**config.mk**
```make
export PLATFORM = sky130hd
export DESIGN_NAME = bit_serial_adder
export DESIGN_NICKNAME = d
export VERILOG_FILES = /design/src/rtl/adder_pkg.sv /design/src/rtl/full_adder_cell.sv /design/src/rtl/half_adder.sv /design/src/rtl/bit_serial_adder.sv
export SDC_FILE = /design/constraint.sdc
export NUM_CORES = 1
export LEC_CHECK = 0
export CORE_MARGIN = 2
export CORE_UTILIZATION = 45
export DETAILED_ROUTE_END_ITERATION = 10
export PLACE_DENSITY = 0.73
export SYNTH_ARGS = -nofsm -noshare
export SYNTH_HDL_FRONTEND = slang
export SYNTH_HIERARCHICAL = 1
export SYNTH_SLANG_ARGS = --single-unit
```
**constraint.sdc**
```tcl
create_clock -name clk -period 1.3 [get_ports clk]
set_input_delay 0.195 -clock clk [delete_from_list [all_inputs] [get_ports clk]]
set_output_delay 0.195 -clock clk [all_outputs]
set_load 0.01 [all_outputs]
```
**src/rtl/adder_pkg.sv**
```systemverilog
// Shared definitions for the bit-serial adder:
// FSM state encoding and default operand width.
package adder_pkg;

  typedef enum logic [1:0] {
    IDLE = 2'b00,
    RUN  = 2'b01,
    DONE = 2'b10
  } state_t;

  localparam int DEFAULT_WIDTH = 8;

endpackage

```
**src/rtl/full_adder_cell.sv**
```systemverilog
// Full adder built from two half adders;
// the two partial carries can never both be set.
module full_adder_cell (
  input  logic a,
  input  logic b,
  input  logic ci,
  output logic s,
  output logic co
);

  logic w_s0;
  logic w_c0;
  logic w_c1;

  half_adder u_ha0 (
    .i_a (a),
    .i_b (b),
    .o_s (w_s0),
    .o_c (w_c0)
  );

  half_adder u_ha1 (
    .i_a (w_s0),
    .i_b (ci),
    .o_s (s),
    .o_c (w_c1)
  );

  assign co = w_c0 | w_c1;

endmodule

```
**src/rtl/half_adder.sv**
```systemverilog
// One-bit half adder primitive:
// sum is the XOR, carry is the AND of the inputs.
module half_adder (
  input  logic i_a,
  input  logic i_b,
  output logic o_s,
  output logic o_c
);

  assign o_s = i_a ^ i_b;
  assign o_c = i_a & i_b;

endmodule

```
**src/rtl/bit_serial_adder.sv**
```systemverilog
// LSB-first serial adder: one bit per clock,
// start/busy/done handshake, registered result.
module bit_serial_adder
  import adder_pkg::*;
#(
  parameter int WIDTH = DEFAULT_WIDTH
) (
  input  logic             clk,
  input  logic             rst_n,
  input  logic             start,
  input  logic [WIDTH-1:0] a_in,
  input  logic [WIDTH-1:0] b_in,
  input  logic             cin,
  output logic             busy,
  output logic             done,
  output logic [WIDTH-1:0] sum,
  output logic             cout
);

  localparam int CW = $clog2(WIDTH) + 1;
  localparam logic [CW-1:0] LAST = CW'(WIDTH - 1);

  state_t r_state;
  state_t w_next;

  logic [WIDTH-1:0] r_a;
  logic [WIDTH-1:0] r_b;
  logic [WIDTH-1:0] r_acc;
  logic             r_c;
  logic [CW-1:0]    r_cnt;
  logic [WIDTH-1:0] r_sum;
  logic             r_cout;

  logic             w_load;
  logic             w_step;
  logic             w_fin;
  logic             w_s;
  logic             w_co;
  logic [WIDTH-1:0] w_acc_nx;

  full_adder_cell u_fa (
    .a  (r_a[0]),
    .b  (r_b[0]),
    .ci (r_c),
    .s  (w_s),
    .co (w_co)
  );

  // Accumulator after this cycle's bit enters at the MSB.
  always_comb begin
    w_acc_nx = r_acc >> 1;
    w_acc_nx[WIDTH-1] = w_s;
  end

  // State register.
  always_ff @(posedge clk or negedge rst_n) begin
    if (!rst_n) r_state <= IDLE;
    else        r_state <= w_next;
  end

  // Next state and datapath controls.
  always_comb begin
    w_next = r_state;
    w_load = 1'b0;
    w_step = 1'b0;
    w_fin  = 1'b0;
    unique case (r_state)
      IDLE: begin
        if (start) begin
          w_load = 1'b1;
          w_next = RUN;
        end
      end
      RUN: begin
        w_step = 1'b1;
        if (r_cnt == LAST) begin
          w_fin  = 1'b1;
          w_next = DONE;
        end
      end
      DONE: begin
        if (start) begin
          w_load = 1'b1;
          w_next = RUN;
        end else begin
          w_next = IDLE;
        end
      end
      default: w_next = IDLE;
    endcase
  end

  // Operand/accumulator shifters, carry flop and bit counter.
  always_ff @(posedge clk or negedge rst_n) begin
    if (!rst_n) begin
      r_a   <= '0;
      r_b   <= '0;
      r_acc <= '0;
      r_c   <= 1'b0;
      r_cnt <= '0;
    end else if (w_load) begin
      r_a   <= a_in;
      r_b   <= b_in;
      r_acc <= '0;
      r_c   <= cin;
      r_cnt <= '0;
    end else if (w_step) begin
      r_a   <= r_a >> 1;
      r_b   <= r_b >> 1;
      r_acc <= w_acc_nx;
      r_c   <= w_co;
      r_cnt <= r_cnt + CW'(1);
    end
  end

  // Result registers update only on completion.
  always_ff @(posedge clk or negedge rst_n) begin
    if (!rst_n) begin
      r_sum  <= '0;
      r_cout <= 1'b0;
    end else if (w_fin) begin
      r_sum  <= w_acc_nx;
      r_cout <= w_co;
    end
  end

  assign busy = (r_state == RUN);
  assign done = (r_state == DONE);
  assign sum  = r_sum;
  assign cout = r_cout;

endmodule

```
; After elaboration in Yosys (flattened, before gate mapping)
; Cells that the tools add are included.
[totals]
regBits = 40
input_bits = 20
[classes]
addsub = 1
eq_ne = 5
n_mux = 19
bitwise_logic = 5
reduce_logical = 4
[ops]
columns = op, n
row1 = $mux W8, 6
row2 = $mux W1, 8
row3 = $mux W4, 2
row4 = $pmux W2 S3, 1
row5 = $add A4 B1 Y4 const B, 1
row6 = $eq A4 B3 Y1 const B, 1
row7 = $mux W2, 2
row8 = $and A1 B1 Y1, 2
row9 = $eq A2 B1 Y1 const B, 1
row10 = $eq A2 B2 Y1 const B, 1
row11 = $logic_not A2 Y1, 1
row12 = $ne A2 B1 Y1 const B, 1
row13 = $ne A2 B2 Y1 const B, 1
row14 = $reduce_and A2 Y1, 1
row15 = $reduce_bool A2 Y1, 1
row16 = $reduce_or A2 Y1, 1
row17 = $xor A1 B1 Y1, 2
row18 = $or A1 B1 Y1, 1

; Longest topological paths before layout
[depth]
word_depth = 5
ltp_mapped = 7

; Modules after synthesis
; The synthesis kept the hierarchy.
[modules_own_cells]
columns = mod, n_inst, cells_each, area_each_um2
row1 = bit_serial_adder, 1, 141, 1596.5
row2 = half_adder, 2, 1, 12.5
row3 = full_adder_cell, 1, 1, 6.3

; Least setup slack after synthesis
; Ideal clock, no wire load.
[synth_path]
kind = reg2reg
start = reg r_state[1]
end = reg r_cout, in the netlist cout
setup_time_ps = 125
t_arrival_ps = 1322
t_required_ps = 1175
setup_slack_ps = -147
stages_incl_launch_ff = 5
path_buffers = 1
synth_period_minus_slack_ps = 1447
cell_sequence = dfrtp_1 nand2b_1 buf_6 nor3_4 mux2_2
[synth_via]
elab_chain_len = 2
[synth_lines]
columns = item, line
row1 = "start, declared", bit_serial_adder.sv:23  ; state_t r_state;
row2 = "start signal, assigned", bit_serial_adder.sv:58  ; else r_state <= w_next;
row3 = $eq A2 B1 Y1, bit_serial_adder.sv:67  ; unique case (r_state)
row4 = $mux W1, bit_serial_adder.sv:67
row5 = "end signal, assigned", bit_serial_adder.sv:123  ; r_cout <= w_co;
row6 = "end, declared", bit_serial_adder.sv:32  ; logic r_cout;
; No other way between the ends.
; A chain may end at the register's enable or synchronous reset.

; Final worst setup path
[layout_path]
start = reg r_b[0]
end = reg r_cout, in the netlist cout
[layout_via]
elab_chain_len = 3
word_cells_on_any_way = 4
cone_classes = 4 x bitwise
[layout_lines]
columns = item, line
row1 = "start, declared", bit_serial_adder.sv:27  ; logic [WIDTH-1:0] r_b;
row2 = "start signal, assigned", bit_serial_adder.sv:103  ; r_b <= b_in;
row3 = "start signal, assigned", bit_serial_adder.sv:109  ; r_b <= r_b >> 1;
row4 = $xor A1 B1 Y1, half_adder.sv:10  ; assign o_s = i_a ^ i_b;
row5 = via u_fa.w_s0, full_adder_cell.sv:11  ; logic w_s0;
row6 = $and A1 B1 Y1, half_adder.sv:11  ; assign o_c = i_a & i_b;
row7 = via u_fa.w_c1, full_adder_cell.sv:13  ; logic w_c1;
row8 = $or A1 B1 Y1, full_adder_cell.sv:29  ; assign co = w_c0 | w_c1;
row9 = via w_co, bit_serial_adder.sv:38  ; logic w_co;
; The timed path passes the listed nets, and every way through them passes these cells.

==> summary.txt <==
Synthesis
  – Post-synth top area cell: dfrtp_1
  – Cells after synthesis: 144
  – Top cell type's share of synthesized area: 59.95%
  – Top cells by area, synth: dfrtp_1, nand2_1, mux2_2
  – Post-synthesis cell area: 1628 sq um
  – Yosys warning count: 6
  – Register area share after synthesis: 59.95%
  – Netlist cell types: 27
  – Syn Nets: 167
  – Syn_area_per_cell: 11.30 sq um
  – #FFs+latches synth: 39

Die
  – Die width: 64.15 microns
  – Initial Util: 47.66%
  – Die ar.: 4115 sq um
  – Vert. Die Dim: 64.15 microns
  – Std cell rows: 21
  – Top-level I/O count: 31
  – Core footprint: 3416 sq um

Placed design
  – GP Congestion: 0.7496
  – DPL Wire Length: 2382 microns
  – Number of port buffers: 30
  – Placed Instances: 227

Clock tree
  – # clock sinks: 39
  – Max clock buf depth: 2
  – Clock slew at reported path FFs: 110 ps
  – H-tree depth: 2
  – TritonCTS buffer count: 5
  – CTS tree: done
  – CTS Root Cell: clkbuf_4
  – Later-pin clock latency in the skew report: 340 ps

GRT
  – GR met2 Demand/Resource: 27.99%
  – Total Routing Usage GR: 18.76%
  – Initial antenna violation count: 0
  – Number of global-route vias before repair: 1210
  – Largest net degree at the start of global routing: 26
  – Global route total overflow: 0
  – Routing usage on met1: 27.56%
  – Met3 GRT Util: 4.754%
  – First-pass GRT wire length: 5940 microns
  – Top Usage Layer GRT: met2

Cells and area
  – Flip-flop and latch area: 975.9 sq um
  – Layout cell share with drive strength beyond 1: 26.77%
  – Fin cells: 244
  – Most frequent cells in the layout: dfrtp_1, nand2_1, clkdlybuf4s50_1, buf_4, nor2_1
  – Most common cell after layout, fill and taps aside: dfrtp_1
  – Nets: 220
  – Fill cell count: 283
  – Layout area overhead: 40.12%
  – # diodes: 0
  – Area of the multi-input gates: 691.9 sq um

Timing
  – Final Hold Vio Count: 0
  – Setup violators final: 11
  – Period minus WS final: 1471 ps
  – Post-Route Skew: 12.09 ps
  – Hold_ws: 285.1 ps
  – Max_slew headroom: 75.54%
  – Crit path setup slack, layout: -170.8 ps
  – Slew Limit Fails: 0
  – Achievable clock frequency: 679.9 MHz
  – Final Cycle Share: 113.1%
  – Unrepaired setup endpoints after global routing: yes
  – Final setup TNS: -1069 ps
  – Worst slew pin tran: 366.9 ps

Setup path
  – Crit-path cells: ha_1, ha_2, or2_1, mux2_4
  – Crit start category: flip-flop
  – Worst R2R Start: r_b[0]$_DFFE_PN0P_
  – Reg2Reg Depth: 4
  – CP arrival: 1710 ps
  – CP Capture Type: flip-flop
  – Crit Reg-Reg Endpoint: cout$_DFFE_PN0P_
  – Crit-path max cell delay: 410 ps
  – Reg2reg setup slack: -170 ps
  – CP max-delay cell: dfrtp_1
  – Kind of critical path: flip-flop to flip-flop
  – Crit path max fanout: 2
  – CP required: 1540 ps

Routing
  – Routed Antenna Nets: 0
  – Routed wire per std cell: 15.19 microns
  – Drt pass-1 iters: 4
  – DRT iter0 DRCs: 105
  – # DRC: 0
  – Via density: 5.086
  – Via count: 1241
  – Final wirelength: 3706 microns

Outcome
  – Failing checks: setup timing
  – Status: finished with violations

Run
  – Maxcap violations: 0

Power
  – Lkg Pwr: 1.093 nW
  – Peak supply drop: 1.222 mV
  – Power Dens Cells: 2293 nW/um^2

Min path
  – Min-delay worst type: primary input to asynchronous set/reset pin
## worst max-delay path by stage
| stage | from | to | slack, ps | cells after the start |
|---|---|---|---|---|
| 2_1_floorplan | r_state[1]$_DFFE_PN0P_ | cout$_DFFE_PN0P_ | -150 | 4 |
| 3_3_place_gp | r_state[1]$_DFFE_PN0P_ | busy | -120 | 3 |
| 3_5_place_dp | r_state[0]$_DFFE_PN0P_ | r_acc[5]$_DFFE_PN0P_ | -180 | 5 |
| 4_1_cts | r_b[0]$_DFFE_PN0P_ | cout$_DFFE_PN0P_ | -150 | 4 |
| 5_1_grt | r_b[0]$_DFFE_PN0P_ | cout$_DFFE_PN0P_ | -210 | 4 |
| 6_report | r_b[0]$_DFFE_PN0P_ | cout$_DFFE_PN0P_ | -170 | 4 |
## critical path, delay by kind of cell (launching register included)
family	cells	cell delay, ps
flip-flops	1	410
multiplexers	1	260
adder cells (fa/ha/maj)	2	470
AND/OR/NAND/NOR	1	220
## power by group
group	internal, W	switching (W)
Combinational	0.00135	0.00116
Clock	0.000211	0.000384
Sequential	0.00176	0.000362
Total	0.00332	0.00191
## through the flow
stage | setup slack (ps) | total power [W] | util [%] | area, sq um
finish | -170.8 | 0.005231 | 66.78 | 2281
CTS | -151.8 | 0.005056 | 65.79 | 2247
detailed placement | -180.5 | 0.004311 | 61.25 | 2092
floorplan | -147.1 | 0.003396 | - | 1630
global placement | -121.5 | 0.004201 | 61.25 | 2092
global route | -211.9 | 0.005596 | 66.78 | 2281
## metal layers
| metal | up-vias | routed length, microns |
|---|---|---|
| met3 | 4 | 194 |
| met1 | 593 | 1846 |
| li1 | 609 | - |
| met5 | - | 0 |
| met2 | 35 | 1630 |
| met4 | 0 | 35 |
## synth_stat cells
master,instances
dfrtp_1,39
nand2_1,29
nor2_1,12
a22o_1,10
a31oi_1,10
mux2_2,9
a22oi_1,4
nand3_1,4
buf_2,3
clkbuf_1,3
ha_1,3
mux2i_1,2
nand2b_1,2
and2b_1,1
buf_1,1
buf_4,1
buf_6,1
inv_1,1
nand4_1,1
nor2_2,1
nor2b_1,1
nor3_1,1
nor3_4,1
o21ai_0,1
o22ai_1,1
or2_1,1
xnor2_1,1
## timing repair
action	4_1_cts	5_1_grt
hold endpoints to repair	13	0
gates cloned	1	1
endpoints found under the setup margin	35	27
hold buffers	1	0
buffers inserted	5	3
pin swaps	1	4
resized for setup	32	13
## registers in the layout, summed over array words and instances, names as in the netlist
name,cells
r_a,8
r_b,8
r_c,1
r_state,2
r_acc,7
sum,8
cout,1
r_cnt,4
## final cells by class
type                       count  share of cell area (%)
tap                           46                   2.523
clock buffer                   7                   1.975
inverter                       1                  0.2743
multi-input combinational     96                   30.33
clock inverter                 1                  0.2194
timing repair buffer          54                   21.89
sequential                    39                   42.79
## logic make-up (layout without fill, tap and decap cells)
| logic type | count (synthesis) | count (layout) | share of synthesized area (%) |
|---|---|---|---|
| AOI/OAI and AO/OA | 26 | 26 | 11.76 |
| and+or+nand+nor | 54 | 55 | 14.76 |
| xor gates and xnor gates | 1 | 1 | 0.5381 |
| buffers and inverters | 10 | 63 | 3.228 |
| muxes | 11 | 11 | 7.456 |
| DFF | 39 | 39 | 59.95 |
| adders and majority gates | 3 | 3 | 2.306 |
No activity file was read; power rests on OpenSTA's default activity.
